<file path="config.mk">
export PLATFORM = sky130hd
export DESIGN_NAME = bht_branch_predictor
export DESIGN_NICKNAME = d
export VERILOG_FILES = /design/src/rtl/bht_branch_predictor.sv
export SDC_FILE = /design/constraint.sdc
export NUM_CORES = 1
export LEC_CHECK = 0
export BUFFER_PORTS_ARGS = -buffer_cell sky130_fd_sc_hd__buf_2
export CAP_MARGIN = 20
export CORE_MARGIN = 2
export CORE_UTILIZATION = 60
export DETAILED_ROUTE_END_ITERATION = 8
export PLACE_DENSITY = 0.78
export SLEW_MARGIN = 20
export SYNTH_ARGS = -nofsm -noshare
export SYNTH_HDL_FRONTEND = slang
export SYNTH_SLANG_ARGS = --single-unit
</file>
<file path="constraint.sdc">
create_clock -name clk -period 8.45 [get_ports clk]
set_clock_uncertainty 0.1 [all_clocks]
set_input_delay 0.845 -clock clk [delete_from_list [all_inputs] [get_ports clk]]
set_output_delay 0.845 -clock clk [all_outputs]
set_load 0.01 [all_outputs]
</file>
<file path="src/rtl/bht_branch_predictor.sv">
// Fetch-stage branch predictor: PC-indexed table of saturating counters,
// JAL/branch target generation, and an IF stall while a JALR target is unresolved.
module bht_branch_predictor #(
    parameter int ADDR_WIDTH = 32,
    parameter int INDEX_BITS = 8,
    parameter int CTR_BITS   = 2,
    parameter int CTR_INIT   = 1
) (
    input  logic                  clk,
    input  logic                  rst,
    input  logic                  rdy,
    input  logic                  if_valid,
    input  logic [ADDR_WIDTH-1:0] if_pc,
    input  logic [31:0]           if_instr,
    output logic                  pred_valid,
    output logic                  pred_is_jump,
    output logic                  pred_taken,
    output logic [ADDR_WIDTH-1:0] pred_next_pc,
    output logic                  pred_stall,
    input  logic                  upd_valid,
    input  logic [ADDR_WIDTH-1:0] upd_pc,
    input  logic                  upd_taken,
    input  logic                  jalr_resolve_valid,
    input  logic [ADDR_WIDTH-1:0] jalr_target,
    input  logic                  flush
);
    localparam int DEPTH = 1 << INDEX_BITS;
    localparam logic [6:0] OP_JAL  = 7'b1101111;
    localparam logic [6:0] OP_JALR = 7'b1100111;
    localparam logic [6:0] OP_BR   = 7'b1100011;
    localparam logic [CTR_BITS-1:0] CTR_MAX   = {CTR_BITS{1'b1}};
    localparam logic [CTR_BITS-1:0] CTR_RESET = CTR_BITS'(CTR_INIT);

    typedef enum logic {IDLE, WAIT_JALR} state_t;

    state_t                state_q, state_d;
    logic                  pred_valid_q, pred_valid_d;
    logic                  pred_is_jump_q, pred_is_jump_d;
    logic                  pred_taken_q, pred_taken_d;
    logic [ADDR_WIDTH-1:0] pred_next_pc_q, pred_next_pc_d;
    logic                  pred_stall_q, pred_stall_d;
    logic [CTR_BITS-1:0]   pht_q [DEPTH];
    logic [CTR_BITS-1:0]   upd_ctr_d;

    logic [INDEX_BITS-1:0] lkp_idx, upd_idx;
    logic [6:0]            opcode;
    logic [20:0]           j_imm;
    logic [12:0]           b_imm;
    logic [ADDR_WIDTH-1:0] j_target, b_target, seq_pc;
    logic                  unused_upd_pc_bits;

    assign lkp_idx  = if_pc[INDEX_BITS+1:2];
    assign upd_idx  = upd_pc[INDEX_BITS+1:2];
    assign opcode   = if_instr[6:0];
    assign j_imm    = {if_instr[31], if_instr[19:12], if_instr[20], if_instr[30:21], 1'b0};
    assign b_imm    = {if_instr[31], if_instr[7], if_instr[30:25], if_instr[11:8], 1'b0};
    assign j_target = if_pc + {{(ADDR_WIDTH-21){j_imm[20]}}, j_imm};
    assign b_target = if_pc + {{(ADDR_WIDTH-13){b_imm[12]}}, b_imm};
    assign seq_pc   = if_pc + ADDR_WIDTH'(4);
    assign unused_upd_pc_bits = ^{upd_pc[ADDR_WIDTH-1:INDEX_BITS+2], upd_pc[1:0]};

    // Saturating step of the counter being trained by a commit.
    always_comb begin
        upd_ctr_d = pht_q[upd_idx];
        if (upd_taken && pht_q[upd_idx] != CTR_MAX)
            upd_ctr_d = pht_q[upd_idx] + 1'b1;
        else if (!upd_taken && pht_q[upd_idx] != '0)
            upd_ctr_d = pht_q[upd_idx] - 1'b1;
    end

    always_comb begin
        state_d        = state_q;
        pred_valid_d   = 1'b0;
        pred_is_jump_d = pred_is_jump_q;
        pred_taken_d   = pred_taken_q;
        pred_next_pc_d = pred_next_pc_q;
        pred_stall_d   = pred_stall_q;
        if (flush) begin
            state_d      = IDLE;
            pred_stall_d = 1'b0;
        end else begin
            case (state_q)
                IDLE: begin
                    pred_stall_d = 1'b0;
                    if (if_valid) begin
                        pred_valid_d   = 1'b1;
                        pred_is_jump_d = 1'b0;
                        pred_taken_d   = 1'b0;
                        pred_next_pc_d = seq_pc;
                        case (opcode)
                            OP_JAL: begin
                                pred_is_jump_d = 1'b1;
                                pred_taken_d   = 1'b1;
                                pred_next_pc_d = j_target;
                            end
                            OP_BR: begin
                                pred_is_jump_d = 1'b1;
                                pred_taken_d   = pht_q[lkp_idx][CTR_BITS-1];
                                if (pht_q[lkp_idx][CTR_BITS-1]) pred_next_pc_d = b_target;
                            end
                            OP_JALR: begin
                                // Target unknown: hold the previous next_pc until the ALU resolves it.
                                pred_valid_d   = 1'b0;
                                pred_is_jump_d = 1'b1;
                                pred_taken_d   = 1'b1;
                                pred_next_pc_d = pred_next_pc_q;
                                pred_stall_d   = 1'b1;
                                state_d        = WAIT_JALR;
                            end
                            default: ;
                        endcase
                    end
                end
                WAIT_JALR: begin
                    if (jalr_resolve_valid) begin
                        pred_valid_d   = 1'b1;
                        pred_is_jump_d = 1'b1;
                        pred_taken_d   = 1'b1;
                        pred_next_pc_d = jalr_target;
                        pred_stall_d   = 1'b0;
                        state_d        = IDLE;
                    end
                end
                default: state_d = IDLE;
            endcase
        end
    end

    always_ff @(posedge clk) begin
        if (rst) begin
            state_q        <= IDLE;
            pred_valid_q   <= 1'b0;
            pred_is_jump_q <= 1'b0;
            pred_taken_q   <= 1'b0;
            pred_next_pc_q <= '0;
            pred_stall_q   <= 1'b0;
            for (int i = 0; i < DEPTH; i++) pht_q[i] <= CTR_RESET;
        end else if (rdy) begin
            state_q        <= state_d;
            pred_valid_q   <= pred_valid_d;
            pred_is_jump_q <= pred_is_jump_d;
            pred_taken_q   <= pred_taken_d;
            pred_next_pc_q <= pred_next_pc_d;
            pred_stall_q   <= pred_stall_d;
            if (upd_valid) pht_q[upd_idx] <= upd_ctr_d;
        end
    end

    assign pred_valid   = pred_valid_q;
    assign pred_is_jump = pred_is_jump_q;
    assign pred_taken   = pred_taken_q;
    assign pred_next_pc = pred_next_pc_q;
    assign pred_stall   = pred_stall_q;
endmodule

</file>
# Word-level counts from Yosys, hierarchy flattened
# Memories as Yosys holds them, arrays and structs flattened.
# Index checks and enable logic that the tools add are counted.
[word_totals]
wordCells = 68
output_inout_bits = 36
regBits = 37
inputBits = 136
memories = 1
ramBits = 512
[classes]
n_bitwise = 2
n_eq_ne = 8
muxes = 36
add_sub_neg = 5
reduce_logical = 10
[mem_list]
columns = ["name", "words", "width", "read_ports", "rd_clocked_by_memory_dff", "write_ports", "line_no", "text"]
rows = [
  ["pht_q", 256, 2, 2, 0, 256, "42", "logic [CTR_BITS-1:0] pht_q [DEPTH];"],
]
[op_table]
columns = ["cell", "count"]
rows = [
  ["2-to-1 mux 32 bit", 3],
  ["one-hot mux 32 bit (3 select lines)", 1],
  ["adder 32 bit", 2],
  ["one-hot mux 32 bit (2 select lines)", 1],
  ["adder 32 x 3 -> 32 bit, second input constant", 1],
  ["== test 7 bit, second input constant", 3],
  ["2-to-1 mux 1 bit", 21],
  ["one-hot mux 1 bit (2 select lines)", 6],
  ["2-to-1 mux 8 bit", 1],
  ["!= test 2 bit, second input constant", 4],
  ["2-to-1 mux 2 bit", 3],
  ["AND reduction 5 bit", 1],
  ["AND reduction 4 bit", 1],
  ["OR reduction 2 bit", 2],
  ["!= test 3 bit, second input constant", 1],
  ["OR reduction 3 bit", 1],
  ["adder 2 x 1 -> 2 bit, second input constant", 1],
  ["logical AND 1 bit", 2],
  ["inverter 1 bit", 2],
  ["AND reduction 2 bit", 1],
  ["nonzero test 2 bit", 1],
  ["subtractor 2 x 1 -> 2 bit, second input constant", 1],
  ["logical NOT 1 bit", 1],
]

# Longest topological paths before layout
# Gate-level depths: netlist of run 1.
[depth]
ltp_word = 6
depth_mapped = 18
mapped_depth_nobuf = 12

# Worst setup path after synthesis of run 1
# OpenSTA, ideal clock, no wires.
[synth_timing]
path_type = "input-to-reg"
start = "input upd_pc[2]"
end = "memory pht_q[42][0], data pin"
path_stages = 18
path_slack_ns = 3.787
t_arrival_ns = 4.261
setup_time_ns = 0.302
path_buffers = 6
required_time_ns = 8.048
cell_sequence = "buf_4 -> buf_6 -> buf_2 -> buf_2 -> mux4_2 -> mux2i_1 -> o22ai_1 -> o21bai_1 -> o2111ai_1 -> nor4b_2 -> inv_1 -> ha_1 -> and2_1 -> nor2_1 -> xnor2_2 -> buf_4 -> buf_2 -> nand3_1"
[synth_rtl]
columns = ["element", "line_no", "text"]
rows = [
  ["start, declared", "21", "input logic [ADDR_WIDTH-1:0] upd_pc,"],
  ["end, declared", "42", ""],
]

==> metrics, run 1 <==
total gr overflow=0; critical path class=input port to flop; Max rail drop VDD=0.2363 mV; Die X=around 240 microns; setup tns final=0 ns; Initial Util=60.75%; TritonCTS clock tree=yes; crit share post-route=around 72%; number of synthesized register bits=about 550; TritonRoute pass-1 iters=8; DRT iter0 DRCs=4456; Die ar.=about 56000 sq um; clk buf depth=3; GP Congestion=0.9424; # rows=85; asr flop ratio synth=0%; global route hottest layer=met2; register-to-register setup slack=3.13 ns; Root Driver=clkbuf_16; vias=approximately 27k; Worst R2R Start=pht_q[60][1]; number of buffers added on ports=147; critical path fanouts, max=a little over 60; sequential fraction of the synthesis area=49.20%; clk sink count=549; share of cells above drive strength 1=between 15 and 20%; RSZ-0062 raised after global routing=false; # H-tree levels=2; Crit path required time=8.66 ns; Post-synth EDFFs=roughly 510; M3 GR Usage=10.21%; Hold/Removal Path Class=flop to flop; Remaining DRCs=0; Die Ht=237.7 microns; DRT antenna net count=0; fillcell total=3880; final setup fails=0; Syn. warnings=0; Vias/cell=7.471; fin. max-slew vios=0; largest net degree at the start of global routing=111; final WL=106500 microns; Max Cap Violations=0; top_reg_cell synth=edfxtp_1; met2 usage=57.61%; Setup Buffers After CTS=0; crit start category=input port; initial antenna violation count=6; CP endpoint=pht_q[83][0]; Core ar.=roughly 54000 sq um; reg2reg end=pht_q[83][0]; worst slew pin tran=1.308 ns; drt wl/cell=29.59 microns; first-pass GRT wire length=approximately 160000 microns; Slew headroom=between 10% and 20%; Skew-Pair Late Insertion Delay=0.67 ns; worst setup path startpoint=upd_pc[2]; gr usage total=between 30% and 40%; WHS=around 0.35 ns; number of hold buffers added after CTS=0; Max Clk Rate=164.0 MHz; WP data arrival=6.31 ns; Cell variety after synth=78; Cells after Synth=2911; syn_nets=3095; met1 Use GR=47.92%; Area growth syn-to-layout=8.557%; final period demand of the worst path=approximately 6.1 ns; pwr/cell area=191.6 nW/um^2; P_leak=10.97 nW; Setup crit end kind=flop; synthesized area=32760 sq um; placed wire-length estimate=just under 70000 microns; vias in the first global route=26.31k; mean area per synthesized cell=11.25 sq um; clk slew on worst S/H paths=0.06 ns; total CTS buffers=between 50 and 60; Fin. Hold Viols=0; cells on worst reg2reg path=12; run status=finished, final reports clean; post_cts resized=0; io pins=172; fin nets=3039
-- Yosys cell counts (6+ instances only) --
master,number,area [sq um]
inv_1,19,71.32
clkbuf_1,223,837.1
or3_1,16,100.1
or2_2,10,62.56
nor2b_1,21,131.4
ha_1,46,575.6
nand4_1,23,143.9
and3_1,15,93.84
a2111oi_0,6,52.55
a22oi_1,16,120.1
xnor2_1,37,324.1
nor2_1,145,544.3
a21o_1,21,157.7
buf_4,31,232.7
a221oi_1,12,105.1
edfxtp_1,512,15370
a21oi_1,82,410.4
and4_1,7,61.31
and2_1,13,81.33
a31oi_1,15,93.84
mux4_2,206,4639
o21ai_0,290,1451
nand2b_1,15,93.84
a211oi_1,17,127.6
nand2_1,224,840.8
nand3_1,279,1396
o22ai_1,7,43.79
mux2_2,8,90.09
buf_2,56,280.3
mux2i_1,76,760.7
o211ai_1,6,45.04
nor3_1,254,1271
o21a_1,6,45.04
o21bai_1,10,75.07
xor2_1,36,315.3
buf_1,18,67.56
dfxtp_1,37,740.7
o31ai_1,6,45.04
-- power breakdown --
group	internal (W)	switching (W)
Clock	0.00148	0.00113
Sequential	0.00302	0.0000330
Combinational	0.000354	0.000795
-- registers in the layout (all words and copies together), names as in the netlist --
register / flops
pht_q: 512
pred_is_jump: 1
pred_next_pc: 32
pred_stall: 1
pred_taken: 1
pred_valid: 1
state_q: 1
-- logic make-up (layout without fill, tap and decap cells) --
logic type                 Yosys count  count (layout)  share of synthesized area (%)
muxes                              290             290                          16.76
and+or+nand+nor                   1046            1046                          15.35
adders and majority gates           48              48                          1.879
buffers and inverters              352             344                          4.695
AOI/OAI and AO/OA                  552             552                          10.11
other                                0               2                              0
xor gates and xnor gates            74              74                          2.002
DFF                                549             549                          49.20
-- cells in the final DEF, fill, tap and decap left out, types with 23 or more instances in the layout --
cell type    n
edfxtp_1   512
dfxtp_1     37
ha_1        46
nor3_1     246
buf_4       65
nand3_1    275
nand2_1    223
nor2_1     141
mux2i_1     76
nand4_1     23
clkbuf_16   58
mux4_2     206
o21ai_0    290
buf_2      143
xnor2_1     37
xor2_1      36
a21oi_1     82
-- cell type report --
cell class,count,area [sq um],area share [%]
clock buffers,69,1493,4.198
inverters,20,80.08,0.2252
well taps,696,870.8,2.449
diodes,2,5.005,0.01408
multi-input cells,2010,15230,42.83
flip-flops and latches,549,16120,45.32
clock inverters,38,410.4,1.154
repair buffers,217,1355,3.811
-- worst min path at each step --
stage | from | to | slack (ns) | cells past startpoint
after floorplan | pred_next_pc[6] | pred_next_pc[6] | 0.38 | 2
after global placement | pred_next_pc[8] | pred_next_pc[8] | 0.34 | 2
after detailed placement | pred_next_pc[6] | pred_next_pc[6] | 0.34 | 2
after CTS | pred_next_pc[6] | pred_next_pc[6] | 0.36 | 2
after global routing | pred_next_pc[8] | pred_next_pc[8] | 0.38 | 2
final | pred_next_pc[6] | pred_next_pc[6] | 0.35 | 2
-- stage by stage --
step	utilization (%)	worst slack, ns	area, sq um	std cells	power [W]
5_1_grt	65.95	2.136	35560	3601	0.006968
6_report	65.95	2.353	35560	3601	0.006811
3_5_place_dp	62.32	1.947	33600	3491	0.004215
2_1_floorplan	-	3.787	32760	2911	0.003913
4_1_cts	65.85	2.569	35510	3598	0.006767
3_3_place_gp	62.29	2.051	33590	3490	0.004184
-- worst max-delay path, stage by stage --
cell      delay (ns)
clkbuf_8        0.59
buf_4           0.49
mux4_2          0.56
mux4_2          0.58
a22oi_1         0.44
o41ai_1         0.17
nor4b_2         0.66
ha_1            0.29
nor2b_1         0.16
nor2_1          0.11
xnor2_4         0.55
buf_4           0.63
nand3_1         0.16
-- per-layer routing --
metal	vias to the layer above	share of wire (%)
met4	0	6.7
met3	499	15
met1	12960	33
met2	2333	45
li1	11110	-
met5	-	0
Note: power is estimated with default switching activity, not from simulation.
==> run 2, diff against run 1 <==
- CORE_UTILIZATION: 60 -> 56
- PLACE_DENSITY: 0.78 -> 0.77
- clock period: 8.45 -> 5.5 ns (I/O delays scaled with it)
==> run 2 against run 1 <==
Against the previous run: clock-buffer cell count shrank 1; power increased by 56%; worst setup slack worse by 1.6 ns; wire length about the same; die area rose by 7.0%; cell area up 2.0%; largest power group unchanged; core utilization down 3.2 points; via count rose by 0.17%; first-iteration DRC count fell by 9.1%.
==> metrics, run 2 (same netlist as run 1, synthesis figures left out) <==
run status=finished, final reports clean; fillcell total=between 4k and 5k; vias in the first global route=about 26k; share of cells above drive strength 1=21.01%; Root Driver=clkbuf_16; pwr/cell area=292.1 nW/um^2; gr usage total=34.88%; largest net degree at the start of global routing=214; Core ar.=57810 sq um; Comb power frac=18.1%; final non-filler cell total=3731; cell-internal power=approximately 0.0076 W; # H-tree levels=2; Skew-Pair Late Insertion Delay=between 0.6 and 0.7 ns; Slew headroom=21.59%; crit start category=input port; number of hold buffers added after CTS=0; switching power=approximately 0.003 W; first-pass GRT wire length=157900 microns; setup ws final=0.7287 ns; Hold/Removal Path Class=input port to flop; Die ar.=60440 sq um; Sw Ratio=28.56%; clk buf depth=3; Die X=245.9 microns; drt wl/cell=approximately 29 microns; Vias/cell=7.223; largest reg by FF count=pht_q; placed insts=3622; crit share post-route=86.75%; Max rail drop VDD=0.3186 mV; register-to-register setup slack=1.03 ns; io pins=172; DRT iter0 DRCs=4052; total gr overflow=0; clk slew on worst S/H paths=about 0.06 ns; Setup Slack @ Placement=0.2896 ns; Crit path required time=5.74 ns; most frequent cell on the critical path=buf_4; final core utilization=62.76%; critical path fanouts, max=32; Area growth syn-to-layout=10.76%; CP peak stage delay=0.52 ns; initial antenna violation count=2; Setup crit end kind=flop; final setup fails=0; TritonRoute pass-1 iters=6; Reg power frac=44.3%; WP data arrival=around 5.0 ns; DRT antenna net count=0; Buf+Inv Stages, Crit Path=7; crit path cell chain=clkbuf_8 -> buf_4 -> mux4_2 -> mux2i_1 -> o22ai_1 -> nor4b_1 -> o2111ai_1 -> nor4b_2 -> buf_4 -> inv_1 -> ha_1 -> and2_1 -> nor2_1 -> buf_4 -> xnor2_4 -> buf_12 -> buf_12 -> nand3_1; clk sink count=549; fin nets=3102; fin. max-slew vios=0; total CTS buffers=between 50 and 60; post_cts resized=0; worst setup path startpoint=upd_pc[2]; GP Congestion=0.9602; number of buffers added on ports=147; number of flip-flops in the largest register=512; most frequent cells in the layout=edfxtp_1 (512), o21ai_0 (290), nand3_1 (277); P_leak=11.34 nW; vias=about 27k; clock share of power=37.6%; Remaining DRCs=0; Worst R2R Start=pht_q[54][1]; Initial Util=56.66%; final period demand of the worst path=4.771 ns; placed wire-length estimate=69110 microns; critical path class=input port to flop; Fin. Hold Viols=0; Setup Buffers After CTS=0; hold path startpoint=jalr_target[6]; Max Clk Rate=209.6 MHz; commonest non-fill, non-tap cell in the layout=edfxtp_1; # rows=88; RSZ-0062 raised after global routing=false; worst slew pin tran=1.172 ns; final WL=106400 microns; TritonCTS clock tree=yes; Max Cap Violations=0; CP delay by family, top=buffers and inverters; Die Ht=245.9 microns; slowest CP cell=mux4_2; setup tns final=0 ns
## run 2: cell types whose count changed in the layout (fill, tap and decap cells not counted), sizes merged
cell / previous run / this run
clkinv: 27 / 30
diode: 2 / 1
buf: 216 / 278
inv: 24 / 21
clkbuf: 70 / 69
clkinvlp: 0 / 1
## run 2: tightest hold or removal path, cell delays in order
cell and delay, ns:
buf_2 0.08, o21ai_0 0.06, o21ai_0 0.14
## run 2: path summary, 6_finish.rpt
kind / to / cells past startpoint
hold / removal: pred_next_pc[6] / 3
setup reg to reg: pht_q[64][0] / 16
hold reg to reg: pred_next_pc[8] / 2
setup / recovery: pht_q[64][0] / 18
## run 2: stage by stage
stage / instance area [sq um] / hold WS, ns / total power [W]
after global placement: 34350 / 0.3314 / 0.006588
after floorplan: 32760 / 0.3827 / 0.006012
after global routing: 36280 / 0.1315 / 0.01085
after CTS: 36240 / 0.1021 / 0.01052
final: 36280 / 0.1171 / 0.01060
after detailed placement: 34350 / 0.3430 / 0.006632
## run 2: final cells by class
cell class	count	area, sq um	share of cell area [%]
antenna	1	2.502	0.006898
multi-input combinational	2010	15210	41.91
tap	765	957.2	2.638
clock inverter	39	399.1	1.100
inverter	20	80.08	0.2207
clock buffer	68	1489	4.104
sequential	549	16120	44.42
timing repair buffer	279	2029	5.594
## run 2: layer usage
metal | vias to the layer above | part of all wire (%) | GRT usage, %
li1 | 11250 | - | -
met1 | 13050 | 34 | 45.22
met2 | 2209 | 46 | 54.49
met3 | 434 | 14 | 9.113
met4 | 4 | 5.8 | 17.56
met5 | - | 0.025 | 0
## run 2: power by group through the flow
| stage | registers (W) | clock network, W | logic (W) |
|---|---|---|---|
| after floorplan | 0.00476 | 0 | 0.00125 |
| after global placement | 0.00477 | 0 | 0.00182 |
| after detailed placement | 0.00478 | 0 | 0.00186 |
| after CTS | 0.00469 | 0.00397 | 0.00187 |
| after global routing | 0.00470 | 0.00413 | 0.00202 |
| final | 0.00469 | 0.00398 | 0.00192 |
